$ cat src/rtl/dist32_1_8_pkg.sv
// Shared constants and types for the 1:8 32-bit write distributor.
package dist32_1_8_pkg;
   localparam int WIDTH = 32;
   localparam int N_CH  = 8;
   localparam int SEL_W = 3;

   typedef logic [SEL_W-1:0] ch_idx_t;
endpackage

$ cat src/rtl/dist32_1_8_dec3_8.sv
// 3-bit select to 8-bit one-hot decoder.
module dec3_8
   import dist32_1_8_pkg::*;
(
   input  ch_idx_t          i_sel,
   output logic [N_CH-1:0]  o_onehot
);
   always_comb begin
      o_onehot        = '0;
      o_onehot[i_sel] = 1'b1;
   end
endmodule

$ cat src/rtl/dist32_1_8.sv
// Write-side distributor: one word per handshake into one of eight channel registers,
// destination chosen by explicit select or a round-robin pointer that stalls on a full channel.
module dist32_1_8
   import dist32_1_8_pkg::*;
(
   input  logic              clk,
   input  logic              rst,
   input  logic              in_valid,
   output logic              in_ready,
   input  logic [WIDTH-1:0]  in_data,
   input  ch_idx_t           in_sel,
   input  logic              auto,
   input  logic              flush,
   input  logic [N_CH-1:0]   ch_ack,
   output logic [WIDTH-1:0]  Data0,
   output logic [WIDTH-1:0]  Data1,
   output logic [WIDTH-1:0]  Data2,
   output logic [WIDTH-1:0]  Data3,
   output logic [WIDTH-1:0]  Data4,
   output logic [WIDTH-1:0]  Data5,
   output logic [WIDTH-1:0]  Data6,
   output logic [WIDTH-1:0]  Data7,
   output logic [N_CH-1:0]   ch_valid,
   output ch_idx_t           ptr
);
   logic [WIDTH-1:0] r_data [N_CH];
   logic [N_CH-1:0]  r_valid;
   ch_idx_t          r_ptr;

   ch_idx_t          w_dest;
   logic [N_CH-1:0]  w_dest_oh;
   logic [N_CH-1:0]  w_wr_en;
   logic             w_accept;

   assign w_dest   = auto ? r_ptr : in_sel;
   assign in_ready = ~flush & (~r_valid[w_dest] | ch_ack[w_dest]);
   assign w_accept = in_valid & in_ready;

   dec3_8 u_dec (
      .i_sel    (w_dest),
      .o_onehot (w_dest_oh)
   );

   assign w_wr_en = w_dest_oh & {N_CH{w_accept}};

   // NOTE: the data registers are reset because a reset must visibly clear every channel word.
   always_ff @(posedge clk or posedge rst) begin
      if (rst) begin
         for (int i = 0; i < N_CH; i++) r_data[i] <= '0;
      end else begin
         for (int i = 0; i < N_CH; i++)
            if (w_wr_en[i]) r_data[i] <= in_data;
      end
   end

   // A write wins over an ack on the same channel, so a refill keeps the flag set.
   always_ff @(posedge clk or posedge rst) begin
      if (rst) begin
         r_valid <= '0;
         r_ptr   <= '0;
      end else if (flush) begin
         r_valid <= '0;
         r_ptr   <= '0;
      end else begin
         r_valid <= (r_valid & ~ch_ack) | w_wr_en;
         if (w_accept && auto) r_ptr <= r_ptr + 3'd1;
      end
   end

   assign Data0    = r_data[0];
   assign Data1    = r_data[1];
   assign Data2    = r_data[2];
   assign Data3    = r_data[3];
   assign Data4    = r_data[4];
   assign Data5    = r_data[5];
   assign Data6    = r_data[6];
   assign Data7    = r_data[7];
   assign ch_valid = r_valid;
   assign ptr      = r_ptr;
endmodule

$ cat config.mk
export PLATFORM = sky130hd
export DESIGN_NAME = dist32_1_8
export DESIGN_NICKNAME = d
export VERILOG_FILES = /design/src/rtl/dist32_1_8_pkg.sv /design/src/rtl/dist32_1_8_dec3_8.sv /design/src/rtl/dist32_1_8.sv
export SDC_FILE = /design/constraint.sdc
export NUM_CORES = 1
export LEC_CHECK = 0
export ABC_CLOCK_PERIOD_IN_PS = 10800
export CORE_MARGIN = 2
export CORE_UTILIZATION = 35
export DETAILED_ROUTE_END_ITERATION = 10
export DONT_BUFFER_PORTS = 1
export PLACE_DENSITY = 0.49
export SKIP_LAST_GASP = 1
export SYNTH_ARGS = -nofsm -noshare
export SYNTH_HDL_FRONTEND = slang
export SYNTH_HIERARCHICAL = 1
export SYNTH_SLANG_ARGS = --single-unit
$ cat constraint.sdc
create_clock -name clk -period 10.8 [get_ports clk]
set_input_delay 1.08 -clock clk [delete_from_list [all_inputs] [get_ports clk]]
set_output_delay 1.08 -clock clk [all_outputs]
set_load 0.02 [all_outputs]
After elaboration in Yosys (flattened, before gate mapping)
Index checks and enable logic that the tools add are counted.
- $add $sub $neg: 1
- $lt $le $gt $ge: 2
- muxes and demuxes: 10
- bitwise gates (word level): 9
- reductions and logical operators: 3
- operators by type and width (kind ; number):
    bitwise AND 8 bit ; 2
    2-to-1 mux 3 bit ; 3
    2-to-1 mux 8 bit ; 1
    inverter 8 bit ; 1
    bitwise OR 8 bit ; 1
    binary-select mux 1 bit (select 3 bit) ; 2
    less-than comparator 3 x 4 -> 1 bit, second input constant ; 1
    adder 3 x 1 -> 3 bit, second input constant ; 1
    demux 1 bit (select 3 bit) ; 1
    greater-or-equal comparator 3 x 1 -> 1 bit, second input constant ; 1
    2-to-1 mux 1 bit ; 3
    bitwise AND 1 bit ; 2
    logical AND 1 bit ; 2
    inverter 1 bit ; 2
    nonzero test 2 bit ; 1
    bitwise OR 1 bit ; 1
- flip-flop bits (word level): 267
- input port bits: 48
- output and inout bits: 268
- logic and storage cells: 35

Logic depth before layout (Yosys ltp)
- depth after elaboration: 10
- gate-level depth with buffers: 8
- depth with buffers taken out: 6

Cells and area by module
Netlist, hierarchy kept.
- by module, submodules not included (module ; instances ; cells each ; area each (um^2) ; sequential area each (um^2)):
    dist32_1_8 ; 1 ; 607 ; 10327.4 ; 6681.4
    dec3_8 ; 1 ; 8 ; 65.1 ; 0.0

Worst setup path after synthesis
OpenSTA, ideal clock, no wires.
- path type: input -> output
- start: input port auto
- end: output port in_ready
- arrival: 2.365 ns
- required time: 9.720 ns
- setup slack: 7.355 ns
- stages: 6
- path buffers: 1
- cells stage by stage: mux2i_2 mux2i_1 o22ai_1 buf_4 nor2_1 nor2_1
- word-level cells in the longest chain between the ends: 6
- elaborated cells between the ends (all ways): 8
- classes of those cells: 5 x mux; 3 x bitwise
- ends and longest elaborated chain (element ; line ; text):
    start: declaration ; dist32_1_8.sv:12 ; input logic auto,
    2-to-1 mux 3 bit * ; dist32_1_8.sv:35 ; assign w_dest = auto ? r_ptr : in_sel;
    binary-select mux 1 bit (select 3 bit) ; dist32_1_8.sv:36 ; assign in_ready = ~flush & (~r_valid[w_dest] | ch_ack[w_dest]);
    2-to-1 mux 1 bit (implied by the code) ; dist32_1_8.sv:36 ;
    inverter 1 bit ; dist32_1_8.sv:36 ;
    bitwise OR 1 bit * ; dist32_1_8.sv:36 ;
    bitwise AND 1 bit * ; dist32_1_8.sv:36 ;
    end: declaration ; dist32_1_8.sv:9 ; output logic in_ready,
Every way passes the cells marked *; elsewhere a longest branch is shown, timed or not. The select of a mux whose other input is x is not followed.

Final worst setup path
Ends and elaborated chain as after synthesis.

==> results by group <==
Setup path
  – R2R Setup Slk: 7.20 ns
  – CP most frequent cell: nor2_1
  – R2R depth: 6
  – Critical Path RT: 9.72 ns
  – Delay of the slowest critical-path stage: 0.83 ns
  – Setup crit start: auto
  – Startpoint types: input pin
  – Crit path DAT: 3.05 ns
  – CP max-delay cell: o22ai_2
  – Crit-path cells: mux2i_2 -> mux2i_1 -> o22ai_2 -> nor2_1 -> nor2_1
  – Worst Setup End Kind: output port
  – Kind of critical path: input pin to output port
  – Reg-to-reg startpoint: ptr[0]
  – CP Max Fanout: 11
  – CP endpoint: in_ready
  – R2r endpoint: Data6[4]

Floorplan
  – Ports: 316
  – Die span in y: 176 µm
  – Initial Util: 0.353
  – Die area: 31100 µm²
  – Die width: 176 µm
  – Row cnt: 63
  – Core area: 29400 µm²

Timing
  – Final setup TNS: 0 ns
  – Final setup vio count: 0
  – Fin crit share: 0.382
  – Worst hold margin: 0.523 ns
  – Min Tclk post-route: 4.13 ns
  – FMAX: 242 MHz
  – Slew Limit Headroom: 0.341
  – Worst-margin pin slew: 0.989 ns
  – Slew Viols, Final: 0
  – Fin. Hold Viols: 0
  – Final Skew: 0.0166 ns
  – RSZ-0062 raised after global routing: no

CTS
  – Hold-fix buffers, CTS: 0
  – H-tree Lvls: 1
  – Root Buffer: clkbuf_16
  – Post-CTS Resized: 0
  – Worst skew pair latency: 0.55 ns
  – Sink Count: 267
  – # Post-CTS Setup Buffers: 0
  – Longest Clk Path Bufs: 3
  – TritonCTS buffer count: 29
  – CTS clk-pin slew, worst paths: 0.06 ns
  – CTS tree: yes

Worst hold path
  – Worst min path class: input pin to async pin

Layout
  – Area grow syn2layout: 12.8%
  – Number of diodes: 0
  – Fraction of layout instances using a drive strength above 1: 0.398
  – Commonest non-fill, non-tap cells in the layout: 267 x dfrtp_1, 183 x mux2_2, 78 x mux2_1
  – Non-Filler Instances: 1041
  – Commonest non-fill, non-tap cell in the layout: dfrtp_1
  – Core Util, Final: 0.399
  – Storage cell area: 6680 µm²
  – NumNets Final: 678
  – Fillers: 2664
  – Multi-input gate area in the final layout: 3440 µm²

Global route
  – Pin count of the biggest net entering global routing: 125
  – Vias in the first global route: 5873
  – First-pass GRT wire length: 38800 µm
  – GRT overflow: 0
  – GRT Util Overall: 0.164
  – Initial antenna violation count: 0

Detailed routing
  – Vias per std cell: 5.07
  – Residual DRC: 0
  – Vias: 5282
  – Detailed Routing Iterations Pass 1: 4
  – DRT Wirelength: 26100 µm
  – Drt wl/cell: 25.0 µm
  – Post-route ant nets: 0
  – Initial detailed-routing violation count: 242

Flow run
  – Max cap viols: 0

Synthesis
  – Synth Warn #: 6
  – Xor and xnor area share after synthesis: 0
  – Post-Synth Adder-Cell Area: 0.00120
  – Simple-Gate Fraction of Synth Area: 0.0176
  – Synth unique cells: 28
  – Syn Area/Cell: 16.9 µm²
  – Mux share of post-synthesis cell area: 0.288
  – Syn nets: 664
  – Register area share after synthesis: 0.643
  – Compound-Gate Fraction of Synth Area: 0.0225
  – Synth Cell Area: 10400 µm²
  – Largest family of logic cells by synthesized area: multiplexers
  – Post-synthesis cell count: 615
  – Synth Register Bits: 267

Place
  – Detailed placement HPWL: 17500 µm
  – Inst Count DP: 988
  – PortBufs: 0
  – Routability cong.: 0.700

Pwr
  – Peak VDD IR: 0.000141 V
  – Pwr/cell area: 257 nW/µm²
  – Leak pwr: 5.49 nW

Run status
  – Status: finished clean
-- synthesized netlist by cell type --
library cell    n  share of area
a21oi_1         8         0.0039
a22o_1          1        0.00084
and2_1          1        0.00060
and3_2          1        0.00072
and3b_2         3         0.0029
buf_1           1        0.00036
buf_2           3         0.0014
buf_4           1        0.00072
buf_6          22          0.024
clkbuf_1        1        0.00036
dfrtp_1       267           0.64
ha_1            1         0.0012
inv_1           3         0.0011
mux2_1         78          0.085
mux2_2        183           0.20
mux2i_1         4         0.0039
mux2i_2         1         0.0013
nand2_1         2        0.00072
nand2b_1       10         0.0060
nor2_1          6         0.0022
nor2b_1         3         0.0018
nor3_1          1        0.00048
nor3b_1         3         0.0022
o211a_1         1        0.00096
o211ai_2        1         0.0012
o211ai_4        7          0.014
o21a_1          1        0.00072
o22ai_1         1        0.00060
-- report_power, final --
| group | leakage [nW] | internal [mW] | switching (mW) | total (mW) |
|---|---|---|---|---|
| sequential | 3.42 | 1.24 | 0.499 | 1.74 |
| combinational | 1.57 | 0.160 | 0.0960 | 0.256 |
| clock | 0.507 | 0.630 | 0.392 | 1.02 |
-- per-layer routing --
layer  global-route usage  wire [µm]  vias to the layer above
met1                0.197       9980                     2809
met4               0.0430        558                        0
li1                     -          -                     2214
met5                    0          0                        -
met3               0.0652       2890                       39
met2                0.274      12600                      220
-- cell type report --
| type | count | share of cell area |
|---|---|---|
| tap | 390 | 0.0416 |
| clock buffer | 42 | 0.0746 |
| inverter | 3 | 0.00160 |
| sequential | 267 | 0.570 |
| multi-input combinational | 317 | 0.293 |
| clock inverter | 11 | 0.0117 |
| timing repair buffer | 11 | 0.00705 |
-- state kept, by name (all words and copies together), names as in the netlist --
register,count
Data7,32
Data6,32
Data5,32
Data3,32
ptr,3
Data1,32
Data0,32
Data4,32
Data2,32
ch_valid,8
-- cells by family (layout without fill, tap and decap cells) --
kind of cell,Yosys count,count (layout)
buffers and inverters,31,67
muxes,266,266
AOI/OAI and AO/OA,20,20
adders and majority gates,1,1
and+or+nand+nor,30,30
DFF,267,267
-- worst min path at each step --
stage                   to      start  cells past startpoint  slack, ns
6_report         Data6[18]        rst                      1       0.52
5_1_grt        ch_valid[0]      flush                      1       0.58
4_1_cts        ch_valid[4]      flush                      1       0.57
3_5_place_dp     Data4[15]  Data4[15]                      1       0.64
3_3_place_gp     Data4[18]  Data4[18]                      1       0.63
2_1_floorplan    Data0[10]  Data0[10]                      1       0.61
-- per-stage QoR --
| stage | power, mW | area (µm²) | setup slack (ns) |
|---|---|---|---|
| global route | 3.15 | 11700 | 6.50 |
| floorplan | 1.89 | 10400 | 2.37 |
| finish | 3.01 | 11700 | 6.67 |
| CTS | 3.06 | 11700 | 6.62 |
| global placement | 2.00 | 10700 | 6.62 |
| detailed placement | 2.02 | 10700 | 6.56 |
-- worst max-delay path: cells and delay by family --
kind	cells	cell delay (ns)
multiplexers	2	0.58
AO/OA/AOI/OAI	1	0.83
AND/OR/NAND/NOR	2	0.54
(Power assumes the default switching activity.)
